--- src/rtl/cool_heat_controller_pkg.sv ---
// Shared types and constants for the cool/heat thermostat controller.
// Latency: n/a (declarations only).
// Backpressure: n/a.
package cool_heat_controller_pkg;

    typedef enum logic [1:0] {
        ST_IDLE = 2'd0,
        ST_HEAT = 2'd1,
        ST_COOL = 2'd2
    } state_e;

    // Default thresholds; HEAT_ON must not exceed COOL_ON so IDLE exits never collide.
    localparam logic [7:0] HEAT_ON_DEF   = 8'd15;
    localparam logic [7:0] HEAT_OFF_DEF  = 8'd20;
    localparam logic [7:0] COOL_ON_DEF   = 8'd35;
    localparam logic [7:0] COOL_OFF_DEF  = 8'd25;
    localparam logic [7:0] FAN_MID_DEF   = 8'd38;
    localparam logic [7:0] FAN_HIGH_DEF  = 8'd42;
    localparam logic [7:0] MIN_DWELL_DEF = 8'd16;

    localparam logic [7:0] DUTY_S0 = 8'd0;
    localparam logic [7:0] DUTY_S1 = 8'd64;
    localparam logic [7:0] DUTY_S2 = 8'd128;
    localparam logic [7:0] DUTY_S3 = 8'd192;

    // Fan level to PWM high-time out of a 256-cycle period.
    function automatic logic [7:0] duty_for_speed(input logic [1:0] speed);
        logic [7:0] duty;
        case (speed)
            2'd0:    duty = DUTY_S0;
            2'd1:    duty = DUTY_S1;
            2'd2:    duty = DUTY_S2;
            default: duty = DUTY_S3;
        endcase
        return duty;
    endfunction

endpackage

--- src/rtl/cool_heat_controller_if.sv ---
// Sensor/actuator bundle between the thermostat controller and its environment.
// Latency: n/a (wiring only).
// Backpressure: none; temp is sampled every clk, outputs are always valid.
interface cool_heat_controller_if;
    logic       en;
    logic [7:0] temp;
    logic       heater_on;
    logic       cooler_on;
    logic [1:0] fan_speed;
    logic       fan_pwm;
    logic [1:0] state;
    logic       dwell_busy;
    logic [7:0] pwm_cnt;    // PWM timebase position, exported for observation

    modport master (
        output en, temp,
        input  heater_on, cooler_on, fan_speed, fan_pwm, state, dwell_busy, pwm_cnt
    );

    modport slave (
        input  en, temp,
        output heater_on, cooler_on, fan_speed, fan_pwm, state, dwell_busy, pwm_cnt
    );
endinterface

--- src/rtl/cool_heat_controller_pwm_timebase_8bit.sv ---
// Free-running 8-bit PWM timebase with a duty latch that only updates on wrap.
// Latency: fan_speed change reaches fan_pwm at the next 255->0 wrap, +1 clk register.
// Backpressure: none; counter runs every clk regardless of controller state.
module pwm_timebase_8bit
    import cool_heat_controller_pkg::*;
(
    input  logic       clk,
    input  logic       arst,
    input  logic [1:0] fan_speed,
    output logic [7:0] pwm_cnt,
    output logic       fan_pwm
);

    logic [7:0] pwm_cnt_q, pwm_cnt_d;
    logic [7:0] duty_active_q, duty_active_d;
    logic       fan_pwm_q, fan_pwm_d;

    // Next count; duty only reloads on the wrap edge so a period is never cut short or stretched.
    always_comb begin
        pwm_cnt_d     = pwm_cnt_q + 8'd1;
        duty_active_d = (pwm_cnt_q == 8'hFF) ? duty_for_speed(fan_speed) : duty_active_q;
        fan_pwm_d     = (pwm_cnt_d < duty_active_d);
    end

    // Timebase, duty latch and registered PWM output.
    always_ff @(posedge clk or posedge arst) begin
        if (arst) begin
            pwm_cnt_q     <= 8'd0;
            duty_active_q <= 8'd0;
            fan_pwm_q     <= 1'b0;
        end else begin
            pwm_cnt_q     <= pwm_cnt_d;
            duty_active_q <= duty_active_d;
            fan_pwm_q     <= fan_pwm_d;
        end
    end

    assign pwm_cnt = pwm_cnt_q;
    assign fan_pwm = fan_pwm_q;

endmodule

--- src/rtl/cool_heat_controller.sv ---
// Hysteresis thermostat FSM (IDLE/HEAT/COOL) with dwell lockout, fan level and fan PWM.
// Latency: temp/en to heater/cooler/fan_speed/state = 1 clk.
// Backpressure: none; a new temp sample is consumed every clk.
module cool_heat_controller
    import cool_heat_controller_pkg::*;
#(
    parameter logic [7:0] HEAT_ON   = HEAT_ON_DEF,
    parameter logic [7:0] HEAT_OFF  = HEAT_OFF_DEF,
    parameter logic [7:0] COOL_ON   = COOL_ON_DEF,
    parameter logic [7:0] COOL_OFF  = COOL_OFF_DEF,
    parameter logic [7:0] FAN_MID   = FAN_MID_DEF,
    parameter logic [7:0] FAN_HIGH  = FAN_HIGH_DEF,
    parameter logic [7:0] MIN_DWELL = MIN_DWELL_DEF
) (
    input  logic                   clk,
    input  logic                   arst,
    cool_heat_controller_if.slave  bus
);

    state_e     state_q, state_d;
    logic [7:0] dwell_q, dwell_d;
    logic       heater_on_q, heater_on_d;
    logic       cooler_on_q, cooler_on_d;
    logic [1:0] fan_speed_q, fan_speed_d;

    // Next state, dwell and outputs; outputs are decoded from state_d so they move with state.
    always_comb begin
        state_d = state_q;
        if (!bus.en) begin
            state_d = ST_IDLE;
        end else begin
            case (state_q)
                ST_IDLE: if (dwell_q == 8'd0) begin
                    if (bus.temp < HEAT_ON)      state_d = ST_HEAT;
                    else if (bus.temp > COOL_ON) state_d = ST_COOL;
                end
                ST_HEAT: if (dwell_q == 8'd0 && bus.temp >= HEAT_OFF) state_d = ST_IDLE;
                ST_COOL: if (dwell_q == 8'd0 && bus.temp <= COOL_OFF) state_d = ST_IDLE;
                default: state_d = ST_IDLE;
            endcase
        end

        if (state_d != state_q)  dwell_d = MIN_DWELL;
        else if (dwell_q != 8'd0) dwell_d = dwell_q - 8'd1;
        else                      dwell_d = 8'd0;

        heater_on_d = (state_d == ST_HEAT);
        cooler_on_d = (state_d == ST_COOL);
        case (state_d)
            ST_HEAT: fan_speed_d = 2'd1;
            ST_COOL: begin
                if (bus.temp >= FAN_HIGH)     fan_speed_d = 2'd3;
                else if (bus.temp >= FAN_MID) fan_speed_d = 2'd2;
                else                          fan_speed_d = 2'd1;
            end
            default: fan_speed_d = 2'd0;
        endcase
    end

    // FSM state, dwell lockout and registered actuator outputs.
    always_ff @(posedge clk or posedge arst) begin
        if (arst) begin
            state_q     <= ST_IDLE;
            dwell_q     <= 8'd0;
            heater_on_q <= 1'b0;
            cooler_on_q <= 1'b0;
            fan_speed_q <= 2'd0;
        end else begin
            state_q     <= state_d;
            dwell_q     <= dwell_d;
            heater_on_q <= heater_on_d;
            cooler_on_q <= cooler_on_d;
            fan_speed_q <= fan_speed_d;
        end
    end

    pwm_timebase_8bit u_pwm (
        .clk       (clk),
        .arst      (arst),
        .fan_speed (fan_speed_q),
        .pwm_cnt   (bus.pwm_cnt),
        .fan_pwm   (bus.fan_pwm)
    );

    assign bus.state      = state_q;
    assign bus.heater_on  = heater_on_q;
    assign bus.cooler_on  = cooler_on_q;
    assign bus.fan_speed  = fan_speed_q;
    assign bus.dwell_busy = (dwell_q != 8'd0);

endmodule
--- src/flat_wrapper.sv ---
// flat-port wrapper written by rule: the top's interface ports become plain ports
module cool_heat_controller_flat import cool_heat_controller_pkg::*;
#(
    parameter logic [7:0] HEAT_ON   = HEAT_ON_DEF,
    parameter logic [7:0] HEAT_OFF  = HEAT_OFF_DEF,
    parameter logic [7:0] COOL_ON   = COOL_ON_DEF,
    parameter logic [7:0] COOL_OFF  = COOL_OFF_DEF,
    parameter logic [7:0] FAN_MID   = FAN_MID_DEF,
    parameter logic [7:0] FAN_HIGH  = FAN_HIGH_DEF,
    parameter logic [7:0] MIN_DWELL = MIN_DWELL_DEF
)
  (clk, arst, bus_en, bus_temp, bus_heater_on, bus_cooler_on, bus_fan_speed, bus_fan_pwm, bus_state, bus_dwell_busy, bus_pwm_cnt);
  cool_heat_controller_if bus_i ();
  input  logic clk;
  input  logic arst;
  input wire logic [$bits(bus_i.en)-1:0] bus_en;
  input wire logic [$bits(bus_i.temp)-1:0] bus_temp;
  output wire logic [$bits(bus_i.heater_on)-1:0] bus_heater_on;
  output wire logic [$bits(bus_i.cooler_on)-1:0] bus_cooler_on;
  output wire logic [$bits(bus_i.fan_speed)-1:0] bus_fan_speed;
  output wire logic [$bits(bus_i.fan_pwm)-1:0] bus_fan_pwm;
  output wire logic [$bits(bus_i.state)-1:0] bus_state;
  output wire logic [$bits(bus_i.dwell_busy)-1:0] bus_dwell_busy;
  output wire logic [$bits(bus_i.pwm_cnt)-1:0] bus_pwm_cnt;
  assign bus_i.en = bus_en;
  assign bus_i.temp = bus_temp;
  assign bus_heater_on = bus_i.heater_on;
  assign bus_cooler_on = bus_i.cooler_on;
  assign bus_fan_speed = bus_i.fan_speed;
  assign bus_fan_pwm = bus_i.fan_pwm;
  assign bus_state = bus_i.state;
  assign bus_dwell_busy = bus_i.dwell_busy;
  assign bus_pwm_cnt = bus_i.pwm_cnt;
  cool_heat_controller #(.HEAT_ON(HEAT_ON), .HEAT_OFF(HEAT_OFF), .COOL_ON(COOL_ON), .COOL_OFF(COOL_OFF), .FAN_MID(FAN_MID), .FAN_HIGH(FAN_HIGH), .MIN_DWELL(MIN_DWELL)) u_core (.clk(clk), .arst(arst), .bus(bus_i));
endmodule
--- config.mk ---
export PLATFORM = sky130hd
export DESIGN_NAME = cool_heat_controller_flat
export DESIGN_NICKNAME = d
export VERILOG_FILES = /design/src/rtl/cool_heat_controller_pkg.sv /design/src/rtl/cool_heat_controller_if.sv /design/src/rtl/cool_heat_controller_pwm_timebase_8bit.sv /design/src/rtl/cool_heat_controller.sv /design/src/flat_wrapper.sv
export SDC_FILE = /design/constraint.sdc
export NUM_CORES = 1
export LEC_CHECK = 0
export BUFFER_PORTS_ARGS = -buffer_cell sky130_fd_sc_hd__clkbuf_2
export CAP_MARGIN = 20
export CORE_ASPECT_RATIO = 1.1
export CORE_MARGIN = 2
export CORE_UTILIZATION = 55
export DETAILED_ROUTE_END_ITERATION = 6
export GPL_ROUTABILITY_DRIVEN = 0
export PLACE_DENSITY = 0.78
export SYNTH_ARGS = -nofsm -noshare
export SYNTH_HDL_FRONTEND = slang
export SYNTH_HIERARCHICAL = 1
export SYNTH_SLANG_ARGS = --single-unit
export TNS_END_PERCENT = 10
--- constraint.sdc ---
create_clock -name clk -period 3.21 [get_ports clk]
set_input_delay 0.1605 -clock clk [delete_from_list [all_inputs] [get_ports clk]]
set_output_delay 0.1605 -clock clk [all_outputs]
set_load 0.01 [all_outputs]
==> reports/summary.md <==
The run finished with clean final reports. The multi-input combinational cells in the finished layout cover a total of 792.0 um^2. Once detailed placement completed, the half-perimeter wirelength came to 2516 um. At the worst endpoint, the required time is 3430 ps. The number of synthesized flops with an enable pin is 0. Initial core utilization: 0.5862.

The tools report the number of standard cells after synthesis as 154. Measured in cells, the most critical reg-to-reg path has a length of 9. Terminus of the critical flop-to-flop path: u_core/bus.fan_speed[0]. VDD sags by at most 0.4845 mV. Cell type of the slowest stage on the worst timing path: sky130_fd_sc_hd__or4_4.

The cell family contributing the most delay on the critical path is simple AND/OR/NAND/NOR gates. Number of standard cells in the layout, taps in and fillers out: 220. In this run the tool buffered the top-level ports with 26 buffer cells.

The analysis attributes to cell leakage a power of 0.0009250 uW. The portion of total power attributed to the clock network is 0.231, and the part of the total power dissipated in sequential elements is 0.569. Share of synthesized cell area in full adder, half adder and majority cells: 0.08378.

Origin of the critical flop-to-flop path: u_core/dwell_q[0]. Peak fanout along the critical path: 7. The critical path endpoint was u_core/bus.fan_speed[0]. Yosys printed 6 warnings.

The share of synthesized registers carrying an async set or reset is 1.000. The tools report the internal power of the cells as 616.8 uW. The routed layout has 1286 vias. The tree is rooted in a sky130_fd_sc_hd__clkbuf_4.

In the layout the commonest cells are 31 x sky130_fd_sc_hd__dfrtp_1, 26 x sky130_fd_sc_hd__clkbuf_2, 13 x sky130_fd_sc_hd__inv_1, 13 x sky130_fd_sc_hd__nor2_1, 11 x sky130_fd_sc_hd__ha_1. TritonCTS built the clock tree. The number of clock buffers added by TritonCTS is 5. At the pin with the least slew margin, the transition time is 628.7 ps. The logs give 0 for the number of inserted diodes and 0 for the number of maximum-capacitance constraint violations.

Buffers added to address setup during post-CTS repair amount to 0. Multiplexer area fraction after synthesis: 0.02133. STA classifies the critical path endpoint as a flip-flop. Clock latency on the worst-skew pair, taken at its later pin, is 330 ps. The most used flip-flop cell after synthesis is sky130_fd_sc_hd__dfrtp_1. Post-cts repair resize count: 0.

In this design, the critical path's most frequently occurring cell is sky130_fd_sc_hd__ha_1. By area, the combinational part of the netlist is dominated by simple AND/OR/NAND/NOR gates. The buffer and inverter count on the worst path is 1.

The global router's overall resource usage was 0.2123; the number of vias per cell after detailed routing was 5.845. The critical path goes through inv_1 -> ha_1 -> or3b_1 -> or2_1 -> or4_4 -> a21o_1 -> ha_1 -> a21oi_1 -> nor2_1. Synthesis produced a netlist with a net count of 176. The total count of max-transition violations in the final report is 0. The layout overhead on the synthesized area came out at 12.72%.

The core footprint is 0.002803 mm^2, and the sequential-to-total area share from yosys stat is 0.4722. In this run the worst setup path begins at u_core/dwell_q[0]. In this design, the stage delay of the slowest critical-path cell is 540 ps. The worst path needs 2698 ps of the cycle, external delays included. The post-synthesis xor/xnor area fraction was 0.04265; the fill cell instance count of the final layout was 227. The final global-route overflow total is 0, and the critical path data arrival time is 2920 ps.

Final clock period utilization by the worst path: 0.8405. Entering global routing, the biggest net connects 18 pins. The logs give 208 for the number of nets in the finished design and 5451 um for the first-pass GRT wire length. The logs give 44 for the post-synthesis cell type count and 278.5 uW for the net switching component of the power.

The final clock skew came out at 7.947 ps. The fraction of layout instances using a drive strength above 1 is 0.2193, and the clock slew at the register clock pins of the worst setup and hold paths is 90 ps. The first detailed-routing pass ran for 4 iterations.

The number of buffers inserted by hold repair at cts came out at 1. The worst setup path is of the reg2reg kind. The maximum clock frequency was 370.6 MHz; the share of the synthesized area in compound gates (AO/OA/AOI/OAI) was 0.1257. After synthesis the netlist holds a flip-flop and latch count of 31. For this design the ratio of total power to cell area is 483.5 mW/mm^2. After floorplanning, the core was divided into 20 placement rows. The overall die width came out at 56.11 um. In this run, placement finished with an instance count of 211.

The most common library cell in the layout ignoring fill and taps is sky130_fd_sc_hd__dfrtp_1. Setup total negative slack on the finished layout was measured at 0 ps. A synthesized cell averages 10.67 um^2. In this run the remaining antenna-violating nets after routing total 0. The fraction of the mapped netlist area in simple logic gates came out at 0.2087. The path class of the tightest hold or removal check is in2reg. The final standard cell utilization of the core was 0.6607. Setup violations remaining at the end of the flow were counted as 0. The hold violation total from the final report is 0. The H-tree was split into 2 levels. The floorplan step set the die height to 61.32 um. Setup repair after global routing left no endpoint under its margin.

Kind of start point of the critical path: a flip-flop. The logs give 27 for the I/O pin count and 39 for the number of DRC markers in iteration 0. The tools report the share of total power in combinational logic as 0.199. The number of antenna violations at the first check in global routing is 0.

Across the whole layout, storage elements account for 775.7 um^2. Wires add up to 3131 um. The worst setup slack for register-to-register paths was 510 ps; the worst hold-check slack was 141.4 ps. Counting instances, the worst hold path has a depth of 3. The die covers 0.003441 mm^2. Dividing the detail-routed wire length by the instance count gives 14.23 um.

The total standard cell area after synthesis is 0.001643 mm^2, and the number of stages on the worst setup path is 9. The clock passes through at most 2 buffers. For the number of global-route vias before repair, the log shows 1226. The number of clock sinks is 31. For this run, design rule violations remaining after detail routing come to 0.

For the relative max-transition margin, the log shows 0.5804. The switching power as a share of total power is 0.3110.
[power groups by stage]
| stage | Combinational (uW) | Sequential [uW] | Clock [uW] |
|---|---|---|---|
| 2_1_floorplan | 141 | 500 | 0 |
| 3_5_place_dp | 177 | 516 | 0 |
| 6_report | 178 | 510 | 207 |
| 4_1_cts | 179 | 508 | 216 |
| 5_1_grt | 202 | 517 | 233 |
| 3_3_place_gp | 163 | 510 | 0 |
[state kept, by name, summed over array words and instances (netlist names)]
name,cells
u_core/dwell_q,8
u_core/u_pwm/duty_active_q,8
u_core/bus.heater_on,1
u_core/bus.state,2
u_core/bus.fan_speed,2
u_core/bus.cooler_on,1
u_core/u_pwm/pwm_cnt,8
u_core/u_pwm/fan_pwm,1
[stage by stage]
stage / setup slack [ps] / area [um^2] / total power, uW
after global placement: 619.8 / 1792 / 672.6
after global routing: 360.4 / 1852 / 952.5
after CTS: 509.2 / 1852 / 903.5
after detailed placement: 539.6 / 1792 / 693.1
final: 512.0 / 1852 / 895.3
after floorplan: 593.2 / 1643 / 641.0
[cell usage after synthesis (2+ instances only)]
library cell                count  share of area
sky130_fd_sc_hd__buf_6          2          0.014
sky130_fd_sc_hd__nand4_1        2         0.0076
sky130_fd_sc_hd__a211oi_1       4          0.018
sky130_fd_sc_hd__dfrtp_1       31           0.47
sky130_fd_sc_hd__nand2_1       10          0.023
sky130_fd_sc_hd__nor2_1        13          0.030
sky130_fd_sc_hd__a21oi_1        4          0.012
sky130_fd_sc_hd__inv_1         13          0.030
sky130_fd_sc_hd__nor3_1         4          0.012
sky130_fd_sc_hd__nand2b_1       3          0.011
sky130_fd_sc_hd__nand3_1        6          0.018
sky130_fd_sc_hd__mux2i_1        2          0.012
sky130_fd_sc_hd__ha_1          11          0.084
sky130_fd_sc_hd__xnor2_1        5          0.027
sky130_fd_sc_hd__a2111oi_0      2          0.011
sky130_fd_sc_hd__or4_4          2          0.014
sky130_fd_sc_hd__o31ai_1        4          0.018
sky130_fd_sc_hd__o21ai_0        3         0.0091
sky130_fd_sc_hd__or3_1          2         0.0076
sky130_fd_sc_hd__xor2_1         3          0.016
sky130_fd_sc_hd__nor3b_1        3          0.014
sky130_fd_sc_hd__nor4_1         3          0.011
[worst min-delay path, delay by kind of cell]
family / cells / cell delay (ps)
simple gates: 1 / 70
compound gates: 1 / 70
buf+inv: 1 / 120
[cell families after synthesis]
family	Yosys count
simple gates	59
flops	31
compound gates	26
buf+inv	16
fa+ha+maj	11
xor+xnor	8
mux	3
[cell type report]
cell class | count | share of cell area
inverters | 14 | 0.02838
repair buffers | 27 | 0.07568
clock buffers | 7 | 0.02432
flip-flops and latches | 31 | 0.4189
well taps | 33 | 0.02230
multi-input cells | 107 | 0.4277
clock inverters | 1 | 0.002703
[worst min path at each step]
stage,start,to
2_1_floorplan,arst,u_core/bus.cooler_on
3_3_place_gp,arst,u_core/dwell_q[5]
3_5_place_dp,arst,u_core/dwell_q[5]
4_1_cts,bus_temp[5],u_core/bus.fan_speed[1]
5_1_grt,bus_temp[5],u_core/bus.fan_speed[1]
6_report,bus_temp[5],u_core/bus.fan_speed[1]
[layer usage]
metal | track usage | share of wire
met5 | 0 | 0
met4 | 0.1122 | 0.026
met3 | 0.05462 | 0.047
met2 | 0.3832 | 0.53
met1 | 0.2362 | 0.40
Note: power is estimated with default switching activity, not from simulation.
